## src/rtl/mux_scan_if.sv

```systemverilog
// Channel-data / select bus for the scanning multiplexer.
// The master drives the channel data and controls; the slave returns the tagged output.
interface mux_scan_if #(
  parameter int unsigned W  = 4,
  parameter int unsigned N  = 8,
  parameter int unsigned SW = 3
);
  logic [N*W-1:0] x;
  logic [SW-1:0]  sel;
  logic           mode;
  logic           en;
  logic [W-1:0]   o;
  logic [SW-1:0]  ch;
  logic           o_valid;
  logic           wrap;

  modport master (
    output x, sel, mode, en,
    input  o, ch, o_valid, wrap
  );

  modport slave (
    input  x, sel, mode, en,
    output o, ch, o_valid, wrap
  );
endinterface

```

## src/rtl/mux_scan.sv

```systemverilog
// N-channel registered multiplexer with a manual select mode and an auto-scan mode
// that dwells DWELL cycles per channel; o and ch are always updated together.
module mux_scan #(
  parameter int unsigned W     = 4,
  parameter int unsigned N     = 8,
  parameter int unsigned SW    = 3,
  parameter int unsigned DWELL = 4
) (
  input logic       clk,
  input logic       rst_n,
  mux_scan_if.slave bus
);

  localparam int unsigned CW       = (DWELL > 1) ? $clog2(DWELL) : 1;
  localparam logic [CW-1:0] CNT_LAST = CW'(DWELL - 1);
  localparam logic [SW-1:0] CH_LAST  = SW'(N - 1);

  typedef enum logic {ST_MANUAL, ST_SCAN} state_t;

  state_t        r_state, w_state_nxt;
  logic [CW-1:0] r_cnt, w_cnt_nxt, w_cnt_cur;
  logic [SW-1:0] r_ch, w_ch_nxt;
  logic [W-1:0]  r_o, w_o_nxt;
  logic          r_valid, w_valid_nxt;
  logic          r_wrap, w_wrap_nxt;
  logic          w_sel_ok;

  assign w_sel_ok = 32'(bus.sel) < N;

  // Next-state and next-output decode; the mode input picks the behaviour of this edge
  always_comb begin
    w_state_nxt = r_state;
    w_cnt_nxt   = r_cnt;
    w_ch_nxt    = r_ch;
    w_o_nxt     = r_o;
    w_valid_nxt = r_valid;
    w_wrap_nxt  = 1'b0;
    // Entering scan from manual always starts a fresh, full dwell
    w_cnt_cur   = (r_state == ST_SCAN) ? r_cnt : '0;

    if (bus.en) begin
      w_state_nxt = bus.mode ? ST_SCAN : ST_MANUAL;
      unique case (w_state_nxt)
        ST_SCAN: begin
          w_valid_nxt = 1'b1;
          if (w_cnt_cur == CNT_LAST) begin
            w_cnt_nxt  = '0;
            w_ch_nxt   = (r_ch == CH_LAST) ? '0 : r_ch + SW'(1);
            w_wrap_nxt = (r_ch == CH_LAST);
          end else begin
            w_cnt_nxt = w_cnt_cur + CW'(1);
          end
          w_o_nxt = bus.x[32'(w_ch_nxt)*W +: W];
        end
        default: begin
          w_cnt_nxt = '0;
          if (w_sel_ok) begin
            w_ch_nxt    = bus.sel;
            w_valid_nxt = 1'b1;
            w_o_nxt     = bus.x[32'(bus.sel)*W +: W];
          end else begin
            w_valid_nxt = 1'b0;
            w_o_nxt     = '0;
          end
        end
      endcase
    end
  end

  always_ff @(posedge clk or negedge rst_n) begin
    if (!rst_n) begin
      r_state <= ST_MANUAL;
      r_cnt   <= '0;
      r_ch    <= '0;
      r_o     <= '0;
      r_valid <= 1'b0;
      r_wrap  <= 1'b0;
    end else begin
      r_state <= w_state_nxt;
      r_cnt   <= w_cnt_nxt;
      r_ch    <= w_ch_nxt;
      r_o     <= w_o_nxt;
      r_valid <= w_valid_nxt;
      r_wrap  <= w_wrap_nxt;
    end
  end

  assign bus.o       = r_o;
  assign bus.ch      = r_ch;
  assign bus.o_valid = r_valid;
  assign bus.wrap    = r_wrap;

endmodule

```

## src/flat_wrapper.sv

```systemverilog
// flat-port wrapper written by rule: the top's interface ports become plain ports
module mux_scan_flat 
#(
  parameter int unsigned W     = 4,
  parameter int unsigned N     = 8,
  parameter int unsigned SW    = 3,
  parameter int unsigned DWELL = 4
)
  (clk, rst_n, bus_x, bus_sel, bus_mode, bus_en, bus_o, bus_ch, bus_o_valid, bus_wrap);
  mux_scan_if #(.W(W), .N(N), .SW(SW)) bus_i ();
  input logic clk;
  input logic rst_n;
  input wire logic [$bits(bus_i.x)-1:0] bus_x;
  input wire logic [$bits(bus_i.sel)-1:0] bus_sel;
  input wire logic [$bits(bus_i.mode)-1:0] bus_mode;
  input wire logic [$bits(bus_i.en)-1:0] bus_en;
  output wire logic [$bits(bus_i.o)-1:0] bus_o;
  output wire logic [$bits(bus_i.ch)-1:0] bus_ch;
  output wire logic [$bits(bus_i.o_valid)-1:0] bus_o_valid;
  output wire logic [$bits(bus_i.wrap)-1:0] bus_wrap;
  assign bus_i.x = bus_x;
  assign bus_i.sel = bus_sel;
  assign bus_i.mode = bus_mode;
  assign bus_i.en = bus_en;
  assign bus_o = bus_i.o;
  assign bus_ch = bus_i.ch;
  assign bus_o_valid = bus_i.o_valid;
  assign bus_wrap = bus_i.wrap;
  mux_scan #(.W(W), .N(N), .SW(SW), .DWELL(DWELL)) u_core (.clk(clk), .rst_n(rst_n), .bus(bus_i));
endmodule
```

## config.mk

```make
export PLATFORM = sky130hd
export DESIGN_NAME = mux_scan_flat
export DESIGN_NICKNAME = d
export VERILOG_FILES = /design/src/rtl/mux_scan_if.sv /design/src/rtl/mux_scan.sv /design/src/flat_wrapper.sv
export SDC_FILE = /design/constraint.sdc
export NUM_CORES = 1
export LEC_CHECK = 0
export CORE_MARGIN = 2
export CORE_UTILIZATION = 40
export CTS_BUF_LIST = sky130_fd_sc_hd__clkbuf_4 sky130_fd_sc_hd__clkbuf_8
export CTS_CLUSTER_SIZE = 10
export DETAILED_ROUTE_END_ITERATION = 10
export PLACE_DENSITY = 0.81
export SKIP_LAST_GASP = 1
export SYNTH_ARGS = -nofsm -noshare
export SYNTH_HDL_FRONTEND = slang
export SYNTH_SLANG_ARGS = --single-unit
```

## constraint.sdc

```tcl
create_clock -name clk -period 2.85 [get_ports clk]
set_input_delay 0.57 -clock clk [delete_from_list [all_inputs] [get_ports clk]]
set_output_delay 0.57 -clock clk [all_outputs]
set_load 0.01 [all_outputs]
```

==> results.md, run 1 <==
- Die width: 51.8 µm
- GR Util met2: 38.0%
- Min cycle time layout: 2.36 ns
- Remaining DRCs: 0
- Post-DP HPWL: 2.00 mm
- Hold Vio Cnt, Final: 0
- Port Buffers: 47
- Gates resized, CTS repair: 0
- Global route hottest layer: met2
- Global-route usage over all layers: 20.3%
- Inst Count DP: 168
- Routed len/inst: 15.1 µm
- Top achievable clock speed: 0.425 GHz
- M1 GR Usage: 22.5%
- Commonest non-fill, non-tap cell in the layout: clkdlybuf4s50_1
- Post-synthesis sequential area ratio: 32.9%
- Final core occ: 65.0%
- Reg clk slew, reported paths: 0.08 ns
- Internal: 0.416 mW
- Drt pass-1 iters: 4
- Area grow syn2layout: 55.9%
- Hold Path Class: flop to flop
- Remaining Overflow, GRT: 0
- Max Cap Viol: 0
- Post CTS Setup Buffer Count: 0
- Clock skew: 0.00437 ns
- Avg Inst Size Synth: 9.42 µm²
- Pwr/cell area: 419 nW/µm²
- Level count of the clock H-tree: 1
- Crit share post-route: 82.6%
- Net load switching power: 0.181 mW
- Setup TNS: 0 ns
- Clk_lat worst skew: 0.28 ns
- CP most frequent cell: ha_1
- Endpoint class of the critical path: flop
- Sw frac: 30.3%
- Die Ht: 51.8 µm
- Vias per std cell: 5.42
- Syn Inst Count: 97
- Pin count of the biggest net entering global routing: 18
- Core Rows: 17
- RSZ-0062 raised after global routing: no
- Met3 global-route usage: 4.60%
- DP Worst Slack: 0.210 ns
- Max Slew Vio Count: 0
- Crit start category: flop
- Flops & latches, synth: 12
- Filler Cell Count: 198
- CP Class: flop to flop
- P_leak: 0.563 nW
- Non-Filler Instances: 172
- Die area: 2680 µm²
- # diodes: 0
- Worst relative slew slack: 62.0%
- WP data required: 3.03 ns
- CTS Hold Bufs: 0
- CTS buffer count: 3
- Worst slew pin tran: 0.568 ns
- Starting Density: 41.7%
- Via count: 932
- Syn nets: 139
- Part of the power in registers: 34.8%
- GPL Wtd Cong: 0.714
- DRT antenna net count: 0
- First-pass GRT wire length: 4.06 mm
- Commonest non-fill, non-tap cells in the layout: clkdlybuf4s50_1 (47), dfrtp_1 (12), nand2_1 (10), nor2b_1 (10), nor2_1 (7)
- Status: completed
- Worst Path Arrival: 2.53 ns
- Crit-path slowest cell: a31oi_2
- Max VDD drop: 0.312 mV
- Yosys cell types: 33
- Drt initial violations: 11
- Warnings from Yosys: 0
- Synthesized cell area: 913 µm²
- Total wire length: 2.60 mm
- Slowest stage delay, CP: 0.50 ns
- Final nets: 187
- Clock sink total: 12
- CTS Buffer Depth: 2
- Root Buffer: clkbuf_4
- CP cell instances: ha_1 > ha_1 > or3b_4 > a31oi_2 > nand2_1 > a32o_1 > o32ai_1
- Vias in the first global route: 972
- Proportion of power drawn by the clock network: 23.1%
- Crit-path max FO: 11
- Share of post-route cells with drive strength above 1: 11.1%
- Core Footprint: 2190 µm²
- Share of total power in combinational logic: 42.0%
- Top-level I/O count: 48
- Setup Viol. Count Final: 0
- Final worst slack: 0.495 ns
- Initial antenna violation count: 0
- CTS tree: done
[path summary, 6_finish.rpt]
| check | start | to | depth (start not counted) | slack, ns |
|---|---|---|---|---|
| worst min-delay path | u_core.bus.o_valid | u_core.bus.o_valid | 1 | 0.48 |
| worst max register to register | u_core.bus.ch[0] | u_core.bus.o[0] | 7 | 0.49 |
| min in group asynchronous | rst_n | u_core.bus.o_valid | 1 | 0.65 |
| max in group asynchronous | rst_n | u_core.bus.o[3] | 1 | 1.82 |
| worst min register to register | u_core.bus.o_valid | u_core.bus.o_valid | 1 | 0.48 |
| worst max-delay path | u_core.bus.ch[0] | u_core.bus.o[0] | 7 | 0.49 |
[through the flow]
stage	hold slack, ns	total power [mW]	area [µm²]
floorplan	0.274	0.348	913
global placement	0.451	0.456	1390
detailed placement	0.457	0.464	1390
CTS	0.481	0.609	1420
global route	0.505	0.636	1420
finish	0.476	0.596	1420
[final cells by class]
type	count	area [µm²]	area share (%)
clock buffers	4	36.3	2.55
repair buffers	49	485	34.1
multi-input cells	76	556	39.0
well taps	28	35.0	2.46
flip-flops and latches	12	300	21.1
inverters	3	11.3	0.791
[flip-flops by register name (all words and copies together), names as in the netlist]
name and cells:
u_core.bus.ch 3, u_core.bus.o 4, u_core.bus.o_valid 1, u_core.bus.wrap 1, u_core.r_cnt 2, u_core.r_state 1
[Yosys cell counts (all sizes together)]
cell type,n,area [µm²]
a211oi,6,55.1
nor2b,10,62.6
o211a,1,10.0
o21ai,3,15.0
mux2i,1,10.0
a21oi,2,10.0
ha,3,37.5
nand3,1,5.00
a31oi,2,25.0
a21o,2,15.0
buf,5,42.5
and2b,2,15.0
nor2,7,26.3
or3b,1,11.3
nand3b,1,7.51
a31o,1,17.5
o22ai,3,18.8
or2,1,6.26
dfrtp,12,300
inv,3,11.3
nand2,10,37.5
mux2,4,45.0
o21a,1,7.51
a2111oi,4,37.5
clkbuf,1,3.75
nand2b,4,25.0
o32ai,4,35.0
a32o,2,20.0
[power groups by stage]
stage | Sequential (mW) | Clock [mW] | Combinational, mW
after global placement | 0.210 | 0 | 0.245
after CTS | 0.208 | 0.147 | 0.254
after floorplan | 0.218 | 0 | 0.130
after detailed placement | 0.211 | 0 | 0.253
after global routing | 0.210 | 0.150 | 0.276
final | 0.208 | 0.138 | 0.251
[layer usage]
metal  vias up  share of wire (%)
met3         2                9.4
li1        457                  -
met2        42                 50
met4         0               0.23
met1       431                 41
met5         -                  0
[worst max-delay path: cells and delay by family, from the launching register on]
kind | cells | cell delay, ns
compound gates | 3 | 0.89
fa+ha+maj | 2 | 0.44
flops | 1 | 0.43
simple gates | 2 | 0.50
[cell families after synthesis]
family | count (synthesis) | share of synthesized area (%)
and+or+nand+nor | 37 | 21.5
AOI/OAI and AO/OA | 31 | 29.2
DFF | 12 | 32.9
buffers and inverters | 9 | 6.30
muxes | 5 | 6.03
adders and majority gates | 3 | 4.11
Power figures use the tool's default switching activity.
==> run 2: changes to the inputs <==
--- a/config.mk
+++ b/config.mk
@@ -6,11 +6,11 @@
 export NUM_CORES = 1
 export LEC_CHECK = 0
 export CORE_MARGIN = 2
-export CORE_UTILIZATION = 40
+export CORE_UTILIZATION = 36
 export CTS_BUF_LIST = sky130_fd_sc_hd__clkbuf_4 sky130_fd_sc_hd__clkbuf_8
 export CTS_CLUSTER_SIZE = 10
 export DETAILED_ROUTE_END_ITERATION = 10
-export PLACE_DENSITY = 0.81
+export PLACE_DENSITY = 0.77
 export SKIP_LAST_GASP = 1
 export SYNTH_ARGS = -nofsm -noshare
 export SYNTH_HDL_FRONTEND = slang
==> constraint.sdc (replaced) <==
create_clock -name clk -period 2.04 [get_ports clk]
set_input_delay 0.408 -clock clk [delete_from_list [all_inputs] [get_ports clk]]
set_output_delay 0.408 -clock clk [all_outputs]
set_load 0.01 [all_outputs]
==> run 2 against run 1 <==
The flow now finishes with violations (negative setup slack); combinational power up 90%; first-iteration DRC count up 36%; maximum frequency up 13%; register-to-register slack worse by 0.54 ns; via count up 9.4%; utilization up 4.4 points; critical path depth unchanged; total power up 62%; critical path type unchanged; critical endpoint is now u_core.bus.o[3]; largest cell class unchanged; largest power group unchanged.
==> results.md, run 2 (synthesis gave the netlist of run 1 again) <==
- Status: complete, but fails checks (was completed)
- Violations in the final reports: negative setup slack
- Worst Path Arrival: 2.24 ns (was 2.53 ns)
- Crit start category: flop (unchanged)
- Worst relative slew slack: 61.2% (was 62.0%)
- Clk_lat worst skew: 0.28 ns (about the same)
- Clock sink total: 12 (unchanged)
- Commonest non-fill, non-tap cell in the layout: clkdlybuf4s50_1 (unchanged)
- Share of total power in combinational logic: 49.5% (was 42.0%)
- Max Slew Vio Count: 0 (unchanged)
- Final worst slack: -0.0433 ns (was 0.495 ns)
- Max reg flops: 4 (unchanged)
- Total wire length: 3.04 mm (was 2.60 mm)
- Setup TNS: -0.131 ns (was 0 ns)
- Hold Path Class: input pin to async pin (was flop to flop)
- Remaining DRCs: 0 (unchanged)
- Total power: 0.964 mW (was 0.596 mW)
- Proportion of power drawn by the clock network: 20.7% (was 23.1%)
- Reg clk slew, reported paths: 0.09 ns (was 0.08 ns)
- Root Buffer: clkbuf_4 (unchanged)
- Routed len/inst: 15.9 µm (was 15.1 µm)
- Top achievable clock speed: 0.480 GHz (was 0.425 GHz)
- Final core occ: 69.4% (was 65.0%)
- Initial antenna violation count: 0 (unchanged)
- CP bufs+invs: 0 (unchanged)
- Top delay family on crit path: compound AO/OA/AOI/OAI gates (unchanged)
- Crit share post-route: 102% (was 82.6%)
- CTS buffer count: 3 (unchanged)
- Die Ht: 54.4 µm (was 51.8 µm)
- Endpoint class of the critical path: flop (unchanged)
- Flop2flop setup slack: -0.04 ns (was 0.49 ns)
- RSZ-0062 raised after global routing: yes (was no)
- # diodes: 0 (unchanged)
- Min cycle time layout: 2.08 ns (was 2.36 ns)
- Area grow syn2layout: 84.8% (was 55.9%)
- Share of post-route cells with drive strength above 1: 28.6% (was 11.1%)
- Max Cap Viol: 0 (unchanged)
- Port Buffers: 47 (unchanged)
- Drt initial violations: 15 (was 11)
- Hold Vio Cnt, Final: 0 (unchanged)
- First-pass GRT wire length: 4.36 mm (was 4.06 mm)
- Worst r2r src: u_core.bus.ch[1] (was u_core.bus.ch[0])
- CP cell instances: ha_2 > ha_4 > or3b_4 > a31o_4 > mux2_4 > o22ai_2 > o32ai_1 (was ha_1 > ha_1 > or3b_4 > a31oi_2 > nand2_1 > a32o_1 > o32ai_1)
- Setup Viol. Count Final: 4 (was 0)
- Final nets: 204 (was 187)
- Top-level I/O count: 48 (unchanged)
- Vias in the first global route: 1037 (was 972)
- CTS tree: done (unchanged)
- Slowest stage delay, CP: 0.39 ns (was 0.50 ns)
- R2R cell count: 7 (unchanged)
- Remaining Overflow, GRT: 0 (unchanged)
- P_leak: 0.671 nW (was 0.563 nW)
- Net load switching power: 0.307 mW (was 0.181 mW)
- Clock skew: 0.00867 ns (was 0.00437 ns)
- Die area: 2960 µm² (was 2680 µm²)
- Vias per std cell: 5.34 (was 5.42)
- Part of the power in registers: 29.9% (was 34.8%)
- Worst hold margin: 0.484 ns (was 0.476 ns)
- Drt pass-1 iters: 4 (unchanged)
- Crit-path slowest cell: dfrtp_1 (was a31oi_2)
- Reg2reg end: u_core.bus.o[3] (was u_core.bus.o[0])
- Starting Density: 37.6% (was 41.7%)
- Sw frac: 31.8% (was 30.3%)
- Core Rows: 18 (was 17)
- CTS Buffer Depth: 2 (unchanged)
- Commonest non-fill, non-tap cells in the layout: clkdlybuf4s50_1 (47), buf_4 (15), dfrtp_1 (12), nand2_1 (10), nor2b_1 (10) (was clkdlybuf4s50_1 (47), dfrtp_1 (12), nand2_1 (10), nor2b_1 (10), nor2_1 (7))
- Core Footprint: 2430 µm² (was 2190 µm²)
- GPL Wtd Cong: 0.814 (was 0.714)
- Level count of the clock H-tree: 1 (unchanged)
- WP data required: 2.19 ns (was 3.03 ns)
- Internal: 0.657 mW (was 0.416 mW)
- CP Class: flop to flop (unchanged)
- DP Worst Slack: -0.141 ns (was 0.210 ns)
- Crit-path max FO: 7 (was 11)
- Worst slew pin tran: 0.580 ns (was 0.568 ns)
- DRT antenna net count: 0 (unchanged)
- Via count: 1020 (was 932)
- Post-DP HPWL: 2.24 mm (was 2.00 mm)
- Pwr/cell area: 571 nW/µm² (was 419 nW/µm²)
- Critical Path Stages: 7 (unchanged)
- Max VDD drop: 0.433 mV (was 0.312 mV)
- Die width: 54.4 µm (was 51.8 µm)
- Global-route usage over all layers: 20.8% (was 20.3%)
- Pin count of the biggest net entering global routing: 18 (unchanged)
-- run 2: cell type report --
cell class / instances / area, µm²
Clock buffer: 4 / 36.3
Fill cell: 193 / 744
Inverter: 3 / 11.3
Multi-Input combinational cell: 76 / 657
Sequential cell: 12 / 300
Tap cell: 30 / 37.5
Timing Repair Buffer: 66 / 646
-- run 2: stage by stage --
step	cell area [µm²]	std cells
floorplan	935	97
global placement	1520	182
detailed placement	1520	182
CTS	1620	188
global route	1690	191
finish	1690	191
-- run 2: routing by layer --
layer,up-vias,share of wire [%],track usage [%]
li1,488,-,-
met1,480,39,21.4
met2,45,50,40.4
met3,7,9.2,3.55
met4,0,1.6,9.17
met5,-,0,0
-- run 2: worst register-to-register path, delay by kind of cell, from the launching register on --
| kind | cells | cell delay, ns |
|---|---|---|
| AOI/OAI and AO/OA | 3 | 0.51 |
| DFF | 1 | 0.39 |
| muxes | 1 | 0.31 |
| and+or+nand+nor | 1 | 0.38 |
| adders and majority gates | 2 | 0.36 |
-- run 2: repair_timing --
action | in CTS | in global routing
setup endpoints to repair | 4 | 4
cloned | 0 | 0
buffers inserted | 2 | 3
pin swaps | 5 | 2
resized for setup | 9 | 10
endpoints found under the hold margin | 0 | 0
hold buffers | 0 | 0
-- run 2: power by group through the flow --
stage,logic [mW],registers [mW],clock network [mW]
4_1_cts,0.443,0.287,0.203
6_report,0.477,0.288,0.199
3_5_place_dp,0.422,0.291,0
5_1_grt,0.517,0.291,0.206
2_1_floorplan,0.193,0.306,0
3_3_place_gp,0.408,0.291,0
-- run 2: worst max-delay path by stage --
| stage | to | slack [ns] | startpoint |
|---|---|---|---|
| 4_1_cts | u_core.bus.o[1] | -0.06 | u_core.bus.ch[1] |
| 2_1_floorplan | u_core.bus.o[3] | 0.009 | u_core.bus.ch[0] |
| 5_1_grt | u_core.bus.o[0] | -0.12 | u_core.bus.ch[0] |
| 3_5_place_dp | u_core.bus.o[3] | -0.14 | u_core.r_state |
| 6_report | u_core.bus.o[3] | -0.04 | u_core.bus.ch[1] |
| 3_3_place_gp | u_core.bus.o[2] | -0.05 | bus_mode |
